**src/rtl/if_id_decode.sv**
```systemverilog
// IF/ID pipeline register with combinational field decode, immediate extension and load-use hazard stall.
// Build option: define HAZARD_DETECT_EN to enable stall detection, the EX bubble and the stall counter.
module if_id_decode (
  input  logic        Clock,
  input  logic        Reset,
  input  logic [31:0] Instr_In,
  input  logic [31:0] PC_In,
  input  logic        Valid_In,
  input  logic        Flush,
  input  logic        Ex_MemRead,
  input  logic [4:0]  Ex_Rt,
  output logic [4:0]  Read_Register1,
  output logic [4:0]  Read_Register2,
  output logic [4:0]  Dest_Register,
  output logic [31:0] Imm_Ext,
  output logic [5:0]  Opcode,
  output logic [5:0]  Funct,
  output logic [31:0] PC_Out,
  output logic        Valid_Out,
  output logic        Stall_Out,
  output logic        Ex_Bubble,
  output logic [15:0] Stall_Count
);

  localparam logic [5:0] OP_RTYPE = 6'h00;
  localparam logic [5:0] OP_JAL   = 6'h03;
  localparam logic [5:0] OP_ANDI  = 6'h0C;
  localparam logic [5:0] OP_ORI   = 6'h0D;
  localparam logic [5:0] OP_XORI  = 6'h0E;
  localparam logic [4:0] REG_RA   = 5'd31;

  logic [31:0] instr_q, instr_d;
  logic [31:0] pc_q, pc_d;
  logic        valid_q, valid_d;
  logic [15:0] stall_cnt_q, stall_cnt_d;
  logic        stall;

  function automatic logic [15:0] sat_inc16(input logic [15:0] v);
    return (v == 16'hFFFF) ? v : v + 16'd1;
  endfunction

  function automatic logic [31:0] ext_imm(input logic [5:0] op, input logic [15:0] imm);
    logic signed [15:0] imm_s;
    imm_s = imm;
    if (op == OP_ANDI || op == OP_ORI || op == OP_XORI)
      return {16'h0000, imm};
    return 32'(imm_s);
  endfunction

`ifdef HAZARD_DETECT_EN
  // Load-use hazard: the load in EX writes a register this instruction reads.
  always_comb begin
    stall = valid_q && Ex_MemRead && (Ex_Rt != 5'd0) &&
            ((Ex_Rt == instr_q[25:21]) || (Ex_Rt == instr_q[20:16]));
  end

  always_comb begin
    stall_cnt_d = stall_cnt_q;
    if (stall)
      stall_cnt_d = sat_inc16(stall_cnt_q);
  end
`else
  logic unused_hazard_inputs;
  assign unused_hazard_inputs = ^{Ex_MemRead, Ex_Rt, sat_inc16(stall_cnt_q)};
  assign stall       = 1'b0;
  assign stall_cnt_d = 16'h0000;
`endif

  always_comb begin
    instr_d = instr_q;
    pc_d    = pc_q;
    valid_d = valid_q;
    if (Flush) begin
      instr_d = 32'h0;
      pc_d    = 32'h0;
      valid_d = 1'b0;
    end else if (!stall) begin
      instr_d = Valid_In ? Instr_In : 32'h0;
      pc_d    = PC_In;
      valid_d = Valid_In;
    end
  end

  // IF/ID stage boundary
  always_ff @(posedge Clock or negedge Reset) begin
    if (!Reset) begin
      instr_q     <= 32'h0;
      pc_q        <= 32'h0;
      valid_q     <= 1'b0;
      stall_cnt_q <= 16'h0;
    end else begin
      instr_q     <= instr_d;
      pc_q        <= pc_d;
      valid_q     <= valid_d;
      stall_cnt_q <= stall_cnt_d;
    end
  end

  always_comb begin
    Opcode         = instr_q[31:26];
    Read_Register1 = instr_q[25:21];
    Read_Register2 = instr_q[20:16];
    Funct          = instr_q[5:0];
    Imm_Ext        = ext_imm(instr_q[31:26], instr_q[15:0]);
    case (instr_q[31:26])
      OP_RTYPE: Dest_Register = instr_q[15:11];
      OP_JAL:   Dest_Register = REG_RA;
      default:  Dest_Register = instr_q[20:16];
    endcase
  end

  assign PC_Out      = pc_q;
  assign Valid_Out   = valid_q;
  assign Stall_Out   = stall;
  assign Ex_Bubble   = stall;
  assign Stall_Count = stall_cnt_q;

endmodule

```
**config.mk**
```make
export PLATFORM = sky130hd
export DESIGN_NAME = if_id_decode
export DESIGN_NICKNAME = d
export VERILOG_FILES = /design/src/rtl/if_id_decode.sv
export SDC_FILE = /design/constraint.sdc
export NUM_CORES = 1
export LEC_CHECK = 0
export ABC_AREA = 1
export CORE_MARGIN = 2
export CORE_UTILIZATION = 35
export CTS_CLUSTER_SIZE = 28
export DETAILED_ROUTE_END_ITERATION = 6
export HOLD_SLACK_MARGIN = 0.03
export PLACE_DENSITY = 0.83
export SYNTH_ARGS = -nofsm -noshare
export SYNTH_HDL_FRONTEND = slang
export SYNTH_SLANG_ARGS = --single-unit
```
**constraint.sdc**
```tcl
create_clock -name Clock -period 1.7 [get_ports Clock]
set_input_delay 0.51 -clock Clock [delete_from_list [all_inputs] [get_ports Clock]]
set_output_delay 0.51 -clock Clock [all_outputs]
set_load 0.005 [all_outputs]
```
==> results.ini, run 1 <==
[outcome]
run_status = finished, violations left
violations = setup timing

[floorplanning]
dieArea_um2 = 8287
die_h_um = 91.04
num_rows = 31
die_x_um = 91.04
core-area_um2 = 7292
start_util_pct = 36.36
ioPinCount = 184

[critical_path]
critPathKind = register to output pin
required_ns = 1.19
critPathMaxFanout = 5
crit_path_start_kind = register
crit_path_end_kind = output pin
cp.arrival_ns = 1.46

[route]
vias = 2159
drt_iter0_drc = 46
viasPerCell = 4.036
ant_nets = 0
first_pass_iters = 4
wl_per_cell_um = 12.43
drc_errors = 0
postRouteWirelength_um = 6649

[power_and_ir_drop]
pwr-share-seq_pct = 44.7
power.internal_w = 0.002854
leakagePower_nw = 2.773
p_sw_w = 0.0008066
pwr-share-clk_pct = 39.6
combPwrFrac_pct = 15.6
p_sw_share_pct = 22.03
vdd_drop_max_mv = 0.5269
power_density_nw_per_um2 = 825.8

[cells_and_area]
nNetsFinal = 505
area_growth_pct = 67.20
mostFrequentLayoutCells = 76 x clkdlybuf4s50_1, 66 x nor2_1, 65 x dfrtp_1
final_common_cell = clkdlybuf4s50_1
multi_input_area_um2 = 605.6
antenna_cells = 0
fillCellCount = 653
utilization_pct = 60.79
drive_gt1_share_pct = 16.74
ff_latch_area_um2 = 1627

[clock_network]
clockBufferDepth = 2
h-tree-depth = 3
clk_pin_slew_ns = 0.07
cts.sinks = 65
cts_tree = built
cts_buffers = 9
cts-root-buf = clkbuf_8

[timing]
setup_slack_ns = -0.2719
setup-violations-final = 22
period_share_pct = 116.0
slew_viol_final = 0
timing.fmax_mhz = 507.1
period_minus_slack_ns = 1.972
grt_setup_unrepaired = yes
finalHoldViolations = 0
hold_slack_ns = 0.1777

[global_routing]
grt_pass1_wl_um = 10470
grt_overflow = 0
grt_max_degree = 66
gr-usage-all-layers_pct = 16.15
grt_pass1_vias = 2166
antenna_found_initial = 0

[synthesis]
synth_area_um2 = 2651
avgSynthCellArea_um2 = 9.503
synthCells = 279
ys.warnings.count = 0
synth_top_area_share_pct = 61.35
synth.area.top_cells = dfrtp_1 61%, buf_4 12%, nor2_1 10%
synth_largest_area_cell = dfrtp_1
ys_types = 13
ys_ff_latch = 65
yosysSeqAreaShare_pct = 61.35

[flow_run]
drv_cap = 0

[min_path]
hold_path_class = input pin to asynchronous set/reset pin

[placement]
gp_congestion = 0.8514
io_buffers = 159
post-dp-hpwl_um = 4786

path summary, 6_finish.rpt:
path | from | endpoint
max | instr_q[27]$_DFF_PN0_ | Dest_Register[3]
min | Reset | instr_q[6]$_DFF_PN0_
max in group asynchronous | Reset | instr_q[13]$_DFF_PN0_
min in group Clock | Flush | PC_Out[6]$_DFF_PN0_
layout make-up:
class / instances / area share, %
Clock buffer: 14 / 3.669
Inverter: 44 / 3.839
Tap cell: 99 / 2.794
Multi-Input combinational cell: 137 / 13.66
Sequential cell: 65 / 36.69
Clock inverter: 2 / 1.355
Timing Repair Buffer: 174 / 37.99
routing by layer:
layer  global-route usage [%]  part of all wire, %  vias to the layer above
met3                    6.722                  8.2                       13
met2                    28.83                   55                       90
met5                        0                    0                        -
met1                    16.43                   35                     1012
met4                    7.071                  2.3                        0
li1                         -                    -                     1044
worst max-delay path: stages (launching register included):
cell and delay (ns):
dfrtp_1 0.40, buf_6 0.13, nor2_4 0.14, inv_2 0.05, nand2_2 0.07, nand2_4 0.08, a21oi_2 0.14, buf_2 0.13
cell families after synthesis:
| kind of cell | count (synthesis) | share of synthesized area [%] |
|---|---|---|
| AOI/OAI and AO/OA | 5 | 0.9437 |
| and+or+nand+nor | 114 | 16.56 |
| buffers and inverters | 94 | 21.00 |
| DFF | 65 | 61.35 |
| other | 1 | 0.1414 |
sequential cells by signal, summed over array words and instances, names as in the netlist:
signal     count
Valid_Out      1
PC_Out        32
instr_q       32
metrics by stage:
step	std cells	worst slack [ns]	area, um2	TNS (ns)	total power, W
2_1_floorplan	296	0.1596	2715	0	0.001885
3_5_place_dp	511	-0.2211	4131	-3.808	0.002262
3_3_place_gp	511	-0.1889	4131	-2.808	0.002245
5_1_grt	535	-0.3541	4433	-4.478	0.003834
6_report	535	-0.2719	4433	-2.705	0.003661
4_1_cts	535	-0.2822	4404	-4.171	0.003723
what timing repair did:
| action | in CTS | in global routing |
|---|---|---|
| setup buffers | 10 | 2 |
| pin swaps | 11 | 8 |
| hold buffers | 0 | 0 |
| endpoints found under the setup margin | 52 | 56 |
| resized for setup | 112 | 51 |
Yosys cell counts:
cell type   n
a21oi_1     5
buf_2       1
buf_4      44
buf_6       5
conb_1      1
dfrtp_1    65
inv_1      44
nand2_1    36
nand2_2     2
nand3_1     1
nand4_1     1
nor2_1     73
nor2_2      1
power by group through the flow:
stage	clock network, W	logic, W	registers, W
6_report	0.00145	0.000572	0.00164
5_1_grt	0.00156	0.000628	0.00164
4_1_cts	0.00149	0.000591	0.00164
3_5_place_dp	0	0.000591	0.00167
3_3_place_gp	0	0.000579	0.00167
2_1_floorplan	0	0.000207	0.00168
Power figures use the tool's default switching activity.
==> inputs of run 2 (changes only) <==
Settings changed: SETUP_SLACK_MARGIN from default to 0.4.
==> run 2 against run 1 <==
Compared with the run above: critical endpoint is now Imm_Ext[22]; hold slack got worse by 0.0035 ns; core utilization fell by 2.5 points; largest cell class is now sequential cells; flip-flop and latch count did not move; design area fell by 4.1%; highest routed layer unchanged; first-iteration DRC count rose by 11%; via count rose by 1.6%; the run still ends with setup timing left; cell count rose by 2.2%; power fell by 0.71%.
==> results.ini, run 2 (synthesized netlist as in run 1, its figures left out) <==
[cells_and_area]
final_common_cell = buf_2
antenna_cells = 0  ; unchanged
drive_gt1_share_pct = 35.27  ; +19 points
nNetsFinal = 517  ; +2.4%
final_cell_area_um2 = 4250  ; -4.1%
area_growth_pct = 60.31
mostFrequentLayoutCells = 78 x buf_2, 65 x dfrtp_1, 65 x nor2_1, 65 x clkdlybuf4s50_1, 42 x inv_1

[flow_run]
drv_cap = 0  ; unchanged

[power_and_ir_drop]
p_sw_w = 0.0008779  ; +8.8%
power_density_nw_per_um2 = 855.1  ; +3.6%
leakagePower_nw = 2.384  ; -14%
vdd_drop_max_mv = 0.5886  ; +12%
combPwrFrac_pct = 15.7  ; about the same
pwr-share-seq_pct = 45.1  ; +0.4 points
pwr-share-clk_pct = 39.2  ; -0.4 points
power.internal_w = 0.002757  ; -3.4%
p_sw_share_pct = 24.16  ; +2.1 points

[outcome]
violations = setup timing
run_status = finished, violations left

[timing]
slew_viol_final = 0  ; unchanged
period_share_pct = 119.4  ; +3.4 points
period_minus_slack_ns = 2.030  ; +0.05844 ns
finalHoldViolations = 0  ; unchanged
setup-violations-final = 21  ; -4.5%
setup_slack_ns = -0.3303  ; -0.05844 ns
hold_slack_ns = 0.1742  ; -0.003549 ns
fin_tns_setup_ns = -5.834  ; -3.129 ns
grt_setup_unrepaired = yes
timing.fmax_mhz = 492.5  ; -2.9%

[placement]
gp_congestion = 0.7461  ; -12%
io_buffers = 159  ; unchanged
post_dp_cell_area_um2 = 4133  ; about the same
post-dp-hpwl_um = 4831  ; +0.95%
pre_cts_ws_ns = -0.2161  ; +0.005003 ns

[critical_path]
cp_cell_sequence = nor2_2 -> nand4_1 -> nand2_2 -> buf_4 -> inv_4 -> buf_4 -> buf_6
required_ns = 1.19  ; about the same
cpPeakStageDelay_ns = 0.40  ; about the same
crit_path_end_kind = output pin
crit_path_start_kind = register
crit_family = flip-flops
cp.arrival_ns = 1.52  ; +0.06 ns
cp_common_cell = buf_4
critPathKind = register to output pin
critical_path.slowest_cell = dfrtp_1
worst-path-buf-inv = 4  ; +1
critPathMaxFanout = 6  ; +1

[global_routing]
grt_max_degree = 66  ; unchanged
antenna_found_initial = 0  ; unchanged
grt_overflow = 0  ; unchanged
gr-usage-all-layers_pct = 17.37  ; +1.2 points
grt_pass1_vias = 2281  ; +5.3%
grt_pass1_wl_um = 11190  ; +6.8%

[clock_network]
clk_pin_slew_ns = 0.08  ; about the same
cts_hold_buf = 0  ; unchanged
cts_buffers = 9  ; unchanged
cts_tree = built
cts-root-buf = clkbuf_8
h-tree-depth = 3  ; unchanged
clockBufferDepth = 2  ; unchanged
cts.sinks = 65  ; unchanged

[route]
drt_iter0_drc = 51  ; +11%
first_pass_iters = 4  ; unchanged
postRouteWirelength_um = 7020  ; +5.6%
viasPerCell = 4.011  ; -0.61%
drc_errors = 0  ; unchanged
wl_per_cell_um = 12.83  ; +3.3%
vias = 2194  ; +1.6%
ant_nets = 0  ; unchanged

[floorplanning]
die_h_um = 91.04  ; unchanged
die_x_um = 91.04  ; unchanged
core-area_um2 = 7292  ; unchanged
num_rows = 31  ; unchanged
ioPinCount = 184  ; unchanged
start_util_pct = 36.36  ; unchanged
dieArea_um2 = 8287  ; unchanged

[min_path]
hold_path_class = input pin to asynchronous set/reset pin

[run 2: changes by cell type in the layout (fill, tap and decap cells not counted), sizes merged]
| cell | delta |
|---|---|
| clkinvlp | +2 |
| dlygate4sd2 | -26 |
| clkdlybuf4s50 | -11 |
| dlymetal6s2s | -32 |
| buf | +93 |
| clkbuf | -18 |
| clkinv | +4 |
[run 2: worst max path at each step]
stage                     startpoint  slack (ns)  cells after the start          endpoint
3_3_place_gp   instr_q[26]$_DFF_PN0_       -0.18                      6  Dest_Register[2]
4_1_cts        instr_q[27]$_DFF_PN0_       -0.30                      7  Dest_Register[0]
5_1_grt        instr_q[31]$_DFF_PN0_       -0.44                      6       Imm_Ext[29]
2_1_floorplan  instr_q[31]$_DFF_PN0_        0.29                      5       Imm_Ext[17]
3_5_place_dp   instr_q[26]$_DFF_PN0_       -0.22                      6  Dest_Register[2]
6_report       instr_q[31]$_DFF_PN0_       -0.33                      7       Imm_Ext[22]
[run 2: routing by layer]
| layer | wire, um | vias to the layer above | global-route usage [%] |
|---|---|---|---|
| met1 | 2513 | 1018 | 17.29 |
| li1 | - | 1067 | - |
| met2 | 3884 | 96 | 32.41 |
| met3 | 471 | 13 | 6.390 |
| met5 | 0 | - | 0 |
| met4 | 150 | 0 | 6.944 |
[run 2: repair_timing]
item,4_1_cts,5_1_grt
pin swaps,11,6
gates cloned,1,0
gates resized for setup,401,10
endpoints found under the setup margin,92,92
setup buffers,19,1
[run 2: cell type report]
class | instances | area [um2]
Timing Repair inverter | 1 | 7.507
Timing Repair Buffer | 185 | 1503
Fill cell | 654 | 3042
Sequential cell | 65 | 1627
Tap cell | 99 | 123.9
Multi-Input combinational cell | 137 | 603.1
Clock buffer | 9 | 123.9
Inverter | 44 | 167.7
Clock inverter | 7 | 95.09
[run 2: power groups by stage]
stage               clock network, W  registers [W]  logic, W
detailed placement                 0        0.00167  0.000600
floorplan                          0        0.00168  0.000218
finish                       0.00143        0.00164  0.000571
CTS                          0.00147        0.00164  0.000567
global route                 0.00154        0.00165  0.000626
global placement                   0        0.00167  0.000584
[run 2: stage by stage]
stage	util [%]	instances	total power, W
after CTS	57.94	546	0.003674
after detailed placement	56.67	510	0.002270
after global placement	56.67	510	0.002251
final	58.29	547	0.003634
after global routing	58.29	547	0.003814
after floorplan	-	296	0.001896
